$ cat config.mk
export PLATFORM = sky130hd
export DESIGN_NAME = prefix_sub8_pipe
export DESIGN_NICKNAME = d
export VERILOG_FILES = /design/src/rtl/prefix_pkg.sv /design/src/rtl/prefix_gp_cell.sv /design/src/rtl/prefix_sub8_pipe.sv
export SDC_FILE = /design/constraint.sdc
export NUM_CORES = 1
export LEC_CHECK = 0
export ABC_AREA = 1
export ABC_CLOCK_PERIOD_IN_PS = 4100
export CAP_MARGIN = 10
export CORE_MARGIN = 4
export CORE_UTILIZATION = 56
export DETAILED_ROUTE_END_ITERATION = 7
export PLACE_DENSITY = 0.87
export SYNTH_ARGS = -nofsm -noshare
export SYNTH_HDL_FRONTEND = slang
export SYNTH_SLANG_ARGS = --single-unit
$ cat constraint.sdc
create_clock -name clk -period 4.1 [get_ports clk]
set_input_delay 0.615 -clock clk [delete_from_list [all_inputs] [get_ports clk]]
set_output_delay 0.615 -clock clk [all_outputs]
set_load 0.1 [all_outputs]
$ cat src/rtl/prefix_pkg.sv
// Shared types and helpers for the pipelined parallel-prefix subtractor.
// Generate/propagate pairs are carried as packed structs through the Kogge-Stone tree.
package prefix_pkg;

    localparam int PFX_W   = 8;
    localparam int PFX_LAT = 3;

    typedef struct packed {
        logic g;
        logic p;
    } gp_t;

    typedef gp_t [PFX_W-1:0] gp_vec_t;

    // Subtraction runs as a + ~b + ~bin, so the subtrahend is inverted before g/p.
    function automatic gp_vec_t gp_gen(input logic [PFX_W-1:0] a, input logic [PFX_W-1:0] b);
        gp_vec_t v;
        for (int k = 0; k < PFX_W; k++) begin
            v[k].g = a[k] & ~b[k];
            v[k].p = a[k] ^ ~b[k];
        end
        return v;
    endfunction

    function automatic logic [PFX_W-1:0] gp_props(input gp_vec_t v);
        logic [PFX_W-1:0] r;
        for (int k = 0; k < PFX_W; k++) begin
            r[k] = v[k].p;
        end
        return r;
    endfunction

endpackage

$ cat src/rtl/prefix_gp_cell.sv
// Kogge-Stone black cell: combines a bit group with the adjacent lower group.
module prefix_gp_cell
    import prefix_pkg::*;
(
    input  gp_t cur,
    input  gp_t prev,
    output gp_t res
);

    assign res.g = cur.g | (cur.p & prev.g);
    assign res.p = cur.p & prev.p;

endmodule

$ cat src/rtl/prefix_sub8_pipe.sv
// 3-stage elastic 8-bit prefix subtractor: diff = a - b - bin, with borrow-out.
// Optional signed-overflow output enabled by defining PREFIX_SUB_OVF_EN.
module prefix_sub8_pipe
    import prefix_pkg::*;
#(
    parameter int WIDTH = PFX_W
) (
    input  logic             clk,
    input  logic             rst,
    input  logic             in_valid,
    output logic             in_ready,
    input  logic [WIDTH-1:0] a,
    input  logic [WIDTH-1:0] b,
    input  logic             bin,
    output logic             out_valid,
    input  logic             out_ready,
    output logic [WIDTH-1:0] diff,
    output logic             bout
`ifdef PREFIX_SUB_OVF_EN
    ,
    output logic             ovf
`endif
);

    localparam int LAT = PFX_LAT;

    logic vld_p0, vld_p1, vld_p2;
    logic adv2, adv3;

    gp_vec_t gp_p0;
    logic    c0_p0;
    gp_vec_t grp_p1;
    logic [PFX_W-1:0] prop_p1;
    logic    c0_p1;
`ifdef PREFIX_SUB_OVF_EN
    logic sa_p0, sb_p0, sa_p1, sb_p1;
`endif

    assign adv3      = ~vld_p2 | out_ready;
    assign adv2      = ~vld_p1 | adv3;
    assign in_ready  = ~vld_p0 | adv2;
    assign out_valid = vld_p2;

    always_ff @(posedge clk) begin
        if (rst) begin
            vld_p0 <= 1'b0;
            vld_p1 <= 1'b0;
            vld_p2 <= 1'b0;
        end else begin
            if (in_ready) vld_p0 <= in_valid;
            if (adv2)     vld_p1 <= vld_p0;
            if (adv3)     vld_p2 <= vld_p1;
        end
    end

    // ---- stage 1: generate / propagate from a and inverted b ----
    always_ff @(posedge clk) begin
        if (in_ready && in_valid) begin
            gp_p0 <= gp_gen(a, b);
            c0_p0 <= ~bin;
`ifdef PREFIX_SUB_OVF_EN
            sa_p0 <= a[WIDTH-1];
            sb_p0 <= b[WIDTH-1];
`endif
        end
    end

    // ---- stage 2: carry-in folded into bit 0, then prefix spans 1 and 2 ----
    gp_vec_t l0, l1, l2, l3;

    always_comb begin
        l0      = gp_p0;
        l0[0].g = gp_p0[0].g | (gp_p0[0].p & c0_p0);
    end

    for (genvar i = 0; i < PFX_W; i++) begin : g_lvl1
        if (i >= 1) begin : g_cell
            prefix_gp_cell u_cell (.cur(l0[i]), .prev(l0[i-1]), .res(l1[i]));
        end else begin : g_pass
            assign l1[i] = l0[i];
        end
    end

    for (genvar i = 0; i < PFX_W; i++) begin : g_lvl2
        if (i >= 2) begin : g_cell
            prefix_gp_cell u_cell (.cur(l1[i]), .prev(l1[i-2]), .res(l2[i]));
        end else begin : g_pass
            assign l2[i] = l1[i];
        end
    end

    always_ff @(posedge clk) begin
        if (adv2 && vld_p0) begin
            grp_p1  <= l2;
            prop_p1 <= gp_props(gp_p0);
            c0_p1   <= c0_p0;
`ifdef PREFIX_SUB_OVF_EN
            sa_p1   <= sa_p0;
            sb_p1   <= sb_p0;
`endif
        end
    end

    // ---- stage 3: span-4 level completes the carries, sum bits registered as outputs ----
    for (genvar i = 0; i < PFX_W; i++) begin : g_lvl3
        if (i >= 4) begin : g_cell
            prefix_gp_cell u_cell (.cur(grp_p1[i]), .prev(grp_p1[i-4]), .res(l3[i]));
        end else begin : g_pass
            assign l3[i] = grp_p1[i];
        end
    end

    logic [PFX_W-1:0] carry;
    logic [PFX_W-1:0] diff_n;

    always_comb begin
        carry  = '0;
        diff_n = '0;
        for (int k = 0; k < PFX_W; k++) begin
            carry[k] = l3[k].g;
        end
        diff_n[0] = prop_p1[0] ^ c0_p1;
        for (int k = 1; k < PFX_W; k++) begin
            diff_n[k] = prop_p1[k] ^ carry[k-1];
        end
    end

    // Group propagates of the last level only matter for wider trees.
    logic unused_tail;
    assign unused_tail = ^{gp_props(l3), LAT[0]};

    always_ff @(posedge clk) begin
        if (rst) begin
            diff <= '0;
            bout <= 1'b0;
`ifdef PREFIX_SUB_OVF_EN
            ovf  <= 1'b0;
`endif
        end else if (adv3 && vld_p1) begin
            diff <= diff_n;
            bout <= ~carry[PFX_W-1];
`ifdef PREFIX_SUB_OVF_EN
            ovf  <= (sa_p1 ^ sb_p1) & (sa_p1 ^ diff_n[PFX_W-1]);
`endif
        end
    end

endmodule
==> results.tsv <==
stage	metric	value	unit
min_path	Hold Startpoint	c0_p0	
clock_tree	Resized Gates After CTS	0	
power_and_ir_drop	leakage power	1.02	nW
synth	Syn Nets	210	
worst_setup_path	Top delay family on crit path	buffers and inverters	
worst_setup_path	biggest cell delay along the critical path	1170	ps
synth	ranking of synthesized cells by area	edfxtp_1, dfxtp_1, nand2_1	
detailed_routing	# DRC	0	
cells_and_area	most frequent cells in the layout	nand2_1, edfxtp_1, clkdlybuf4s50_1	
min_path	Hold Path Sink	c0_p1	
synth	register area share after synthesis	0.681	
cells_and_area	Area Overhead vs Synth	20.1	%
clock_tree	CTS tree	done	
cells_and_area	Filler Cells Inserted	260	
worst_setup_path	r2r startpoint	out_valid	
global_route	Overflow after GRT	0	
clock_tree	clock sink count	50	
die	die area	4650	um2
min_path	hold depth	0	
power_and_ir_drop	Worst VDD drop	208	uV
sta	Max Freq	0.385	GHz
worst_setup_path	critical path required time	3480	ps
run	Max-cap violations	0	
synth	Syn Std Cell Area	2030	um2
sta	max_slew headroom	0.356	
synth	Yosys warning total	0	
detailed_routing	WL per Instance	11.0	um
worst_setup_path	crit path buf inv count	1	
clock_tree	CTS max path bufs	2	
synth	area leader, netlist	edfxtp_1	
clock_tree	Post-CTS Setup Bufs	0	
die	IO Pins	32	
placement	post-DP HPWL	2.25	mm
sta	crit path time final	2590	ps
power_and_ir_drop	Clock power frac	0.224	
sta	RSZ-0062 raised after global routing	no	
clock_tree	H-tree levels	2	
power_and_ir_drop	Reg power frac	0.644	
clock_tree	post-cts hold buffer count	0	
synth	Mapped Cells	181	
worst_setup_path	Reg2Reg Setup Slack	2580	ps
detailed_routing	Detail Route Antenna Nets	0	
die	CORE AREA	3420	um2
sta	final setup TNS	0	ps
power_and_ir_drop	switching power total	0.000238	W
clock_tree	CTS Buf Count	5	
power_and_ir_drop	P per Cell Area	379	nW/um2
worst_setup_path	Startpoint Class	flop	
min_path	Hold Crit Class	flop to flop	
sta	Slew Limit Fails	0	
die	Starting Density	0.594	
sta	final hold vios	0	
power_and_ir_drop	Int Pwr	0.000687	W
worst_setup_path	crit path cell chain	clkdlybuf4s50_1	
die	FP Rows	21	
global_route	number of global-route vias before repair	1182	
power_and_ir_drop	Sw Share	0.257	
die	Die Y	68.2	um
global_route	first-pass GRT wire length	4.91	mm
die	DIE WIDTH	68.2	um
global_route	pin count of the biggest net entering global routing	22	
global_route	Total GRT Usage	0.148	
worst_setup_path	worst r2r path cells	3	
cells_and_area	area of the multi-input gates	531	um2
worst_setup_path	slowest CP cell	clkdlybuf4s50_1	
worst_setup_path	crit path from	out_valid	
placement	Placed Area	2380	um2
worst_setup_path	Crit. End Element	output port	
global_route	initial antenna violation count	0	
clock_tree	Clock Tree Root	clkbuf_4	
detailed_routing	DR vias/cell	4.71	
detailed_routing	via count	1247	
detailed_routing	Total Wirelength	2.91	mm
cells_and_area	fin nets	247	
cells_and_area	Design Area, Final	2440	um2
cells_and_area	antenna cells	0	
sta	post-route clock period utilization	0.633	
worst_setup_path	Reg-to-Reg End	grp_p1[15]	
worst_setup_path	Worst Path Max Fanout	5	
sta	worst-margin pin slew	963	ps
status	outcome	complete, no violations	
power_and_ir_drop	Comb power frac	0.132	
worst_setup_path	WS Path Type	flop to output port	
placement	IO buf count	31	
clock_tree	clk slew on worst S/H paths	130	ps
worst_setup_path	Worst EP arrival	1980	ps
detailed_routing	number of DRC markers in iteration 0	53	
cells_and_area	register area	1380	um2
synth	Yosys cell types	17	
detailed_routing	TritonRoute pass-1 iters	4	
synth	Synth Register Bits	50	
placement	RD Place Congestion	0.795	
clock_tree	Clock Latency Late Sink	360	ps
cells_and_area	commonest non-fill, non-tap cell in the layout	nand2_1	
cells_and_area	fraction of layout cells with a size suffix above 1	0.0548	
synth	Synth top area share	0.563	
sta	Final Skew	11.6	ps
synth	Avg Inst Size Synth	11.2	um2
sta	final setup violation count	0	
[registers in the layout (all words and copies together) (netlist names)]
| signal | flops |
|---|---|
| bout | 1 |
| c0_p0 | 1 |
| c0_p1 | 1 |
| carry | 4 |
| diff | 8 |
| gp_p0 | 16 |
| grp_p1 | 8 |
| out_valid | 1 |
| prop_p1 | 8 |
| vld_p0 | 1 |
| vld_p1 | 1 |
[routing by layer]
metal  routed length (um)  GRT usage
met1                 1210      0.159
met2                 1500      0.262
met3                  144     0.0345
met4                   57     0.0893
met5                    0          0
[logic make-up after synthesis]
group	synth area share
adder cells (fa/ha/maj)	0.0494
AND/OR/NAND/NOR	0.143
XOR/XNOR	0.0216
flip-flops	0.681
buffers and inverters	0.0574
AO/OA/AOI/OAI	0.0475
[how the worst max path moves through the flow]
stage                       endpoint  slack, ps  depth (start not counted)
after global placement    grp_p1[15]       1900                          5
final                      out_valid       1510                          1
after floorplan                c0_p0        920                          3
after CTS                  out_valid       1480                          1
after detailed placement  grp_p1[15]       1820                          5
after global routing       out_valid       1420                          1
[power groups by stage]
| stage | Clock (W) | Sequential (W) | Combinational [W] |
|---|---|---|---|
| 2_1_floorplan | 0 | 0.000640 | 0.0000444 |
| 3_3_place_gp | 0 | 0.000605 | 0.000118 |
| 3_5_place_dp | 0 | 0.000607 | 0.000123 |
| 4_1_cts | 0.000215 | 0.000596 | 0.000123 |
| 5_1_grt | 0.000234 | 0.000599 | 0.000134 |
| 6_report | 0.000207 | 0.000595 | 0.000122 |
[layout make-up]
class | count | share of cell area
Inverter | 28 | 0.0431
Clock buffer | 5 | 0.0154
Multi-Input combinational cell | 102 | 0.218
Tap cell | 46 | 0.0236
Timing Repair Buffer | 31 | 0.126
Sequential cell | 50 | 0.567
Clock inverter | 3 | 0.00668
[through the flow]
stage / worst slack [ps] / std cells / hold WS [ps] / util / total power (W)
after floorplan: 923 / 181 / 426 / - / 0.000685
after global placement: 1900 / 257 / 435 / 0.697 / 0.000723
after detailed placement: 1820 / 257 / 446 / 0.697 / 0.000730
after CTS: 1480 / 265 / 477 / 0.713 / 0.000934
after global routing: 1420 / 265 / 501 / 0.713 / 0.000967
final: 1510 / 265 / 473 / 0.713 / 0.000924
[cells in the mapped netlist]
library cell / number
ha_1: 8
a21oi_1: 10
a21o_1: 3
inv_1: 26
a21oi_2: 1
clkinv_1: 1
nand4_1: 1
dfxtp_1: 12
inv_2: 1
nand2_1: 41
edfxtp_1: 38
buf_6: 1
o21bai_1: 2
xor2_1: 5
nand2_2: 2
nand3_1: 7
nor2_1: 22
[worst reg2reg max path: cells and delay by family, from the launching register on]
family	cells	cell delay, ps
simple gates	2	210
flops	1	390
buf+inv	1	550
Power figures use the tool's default switching activity.
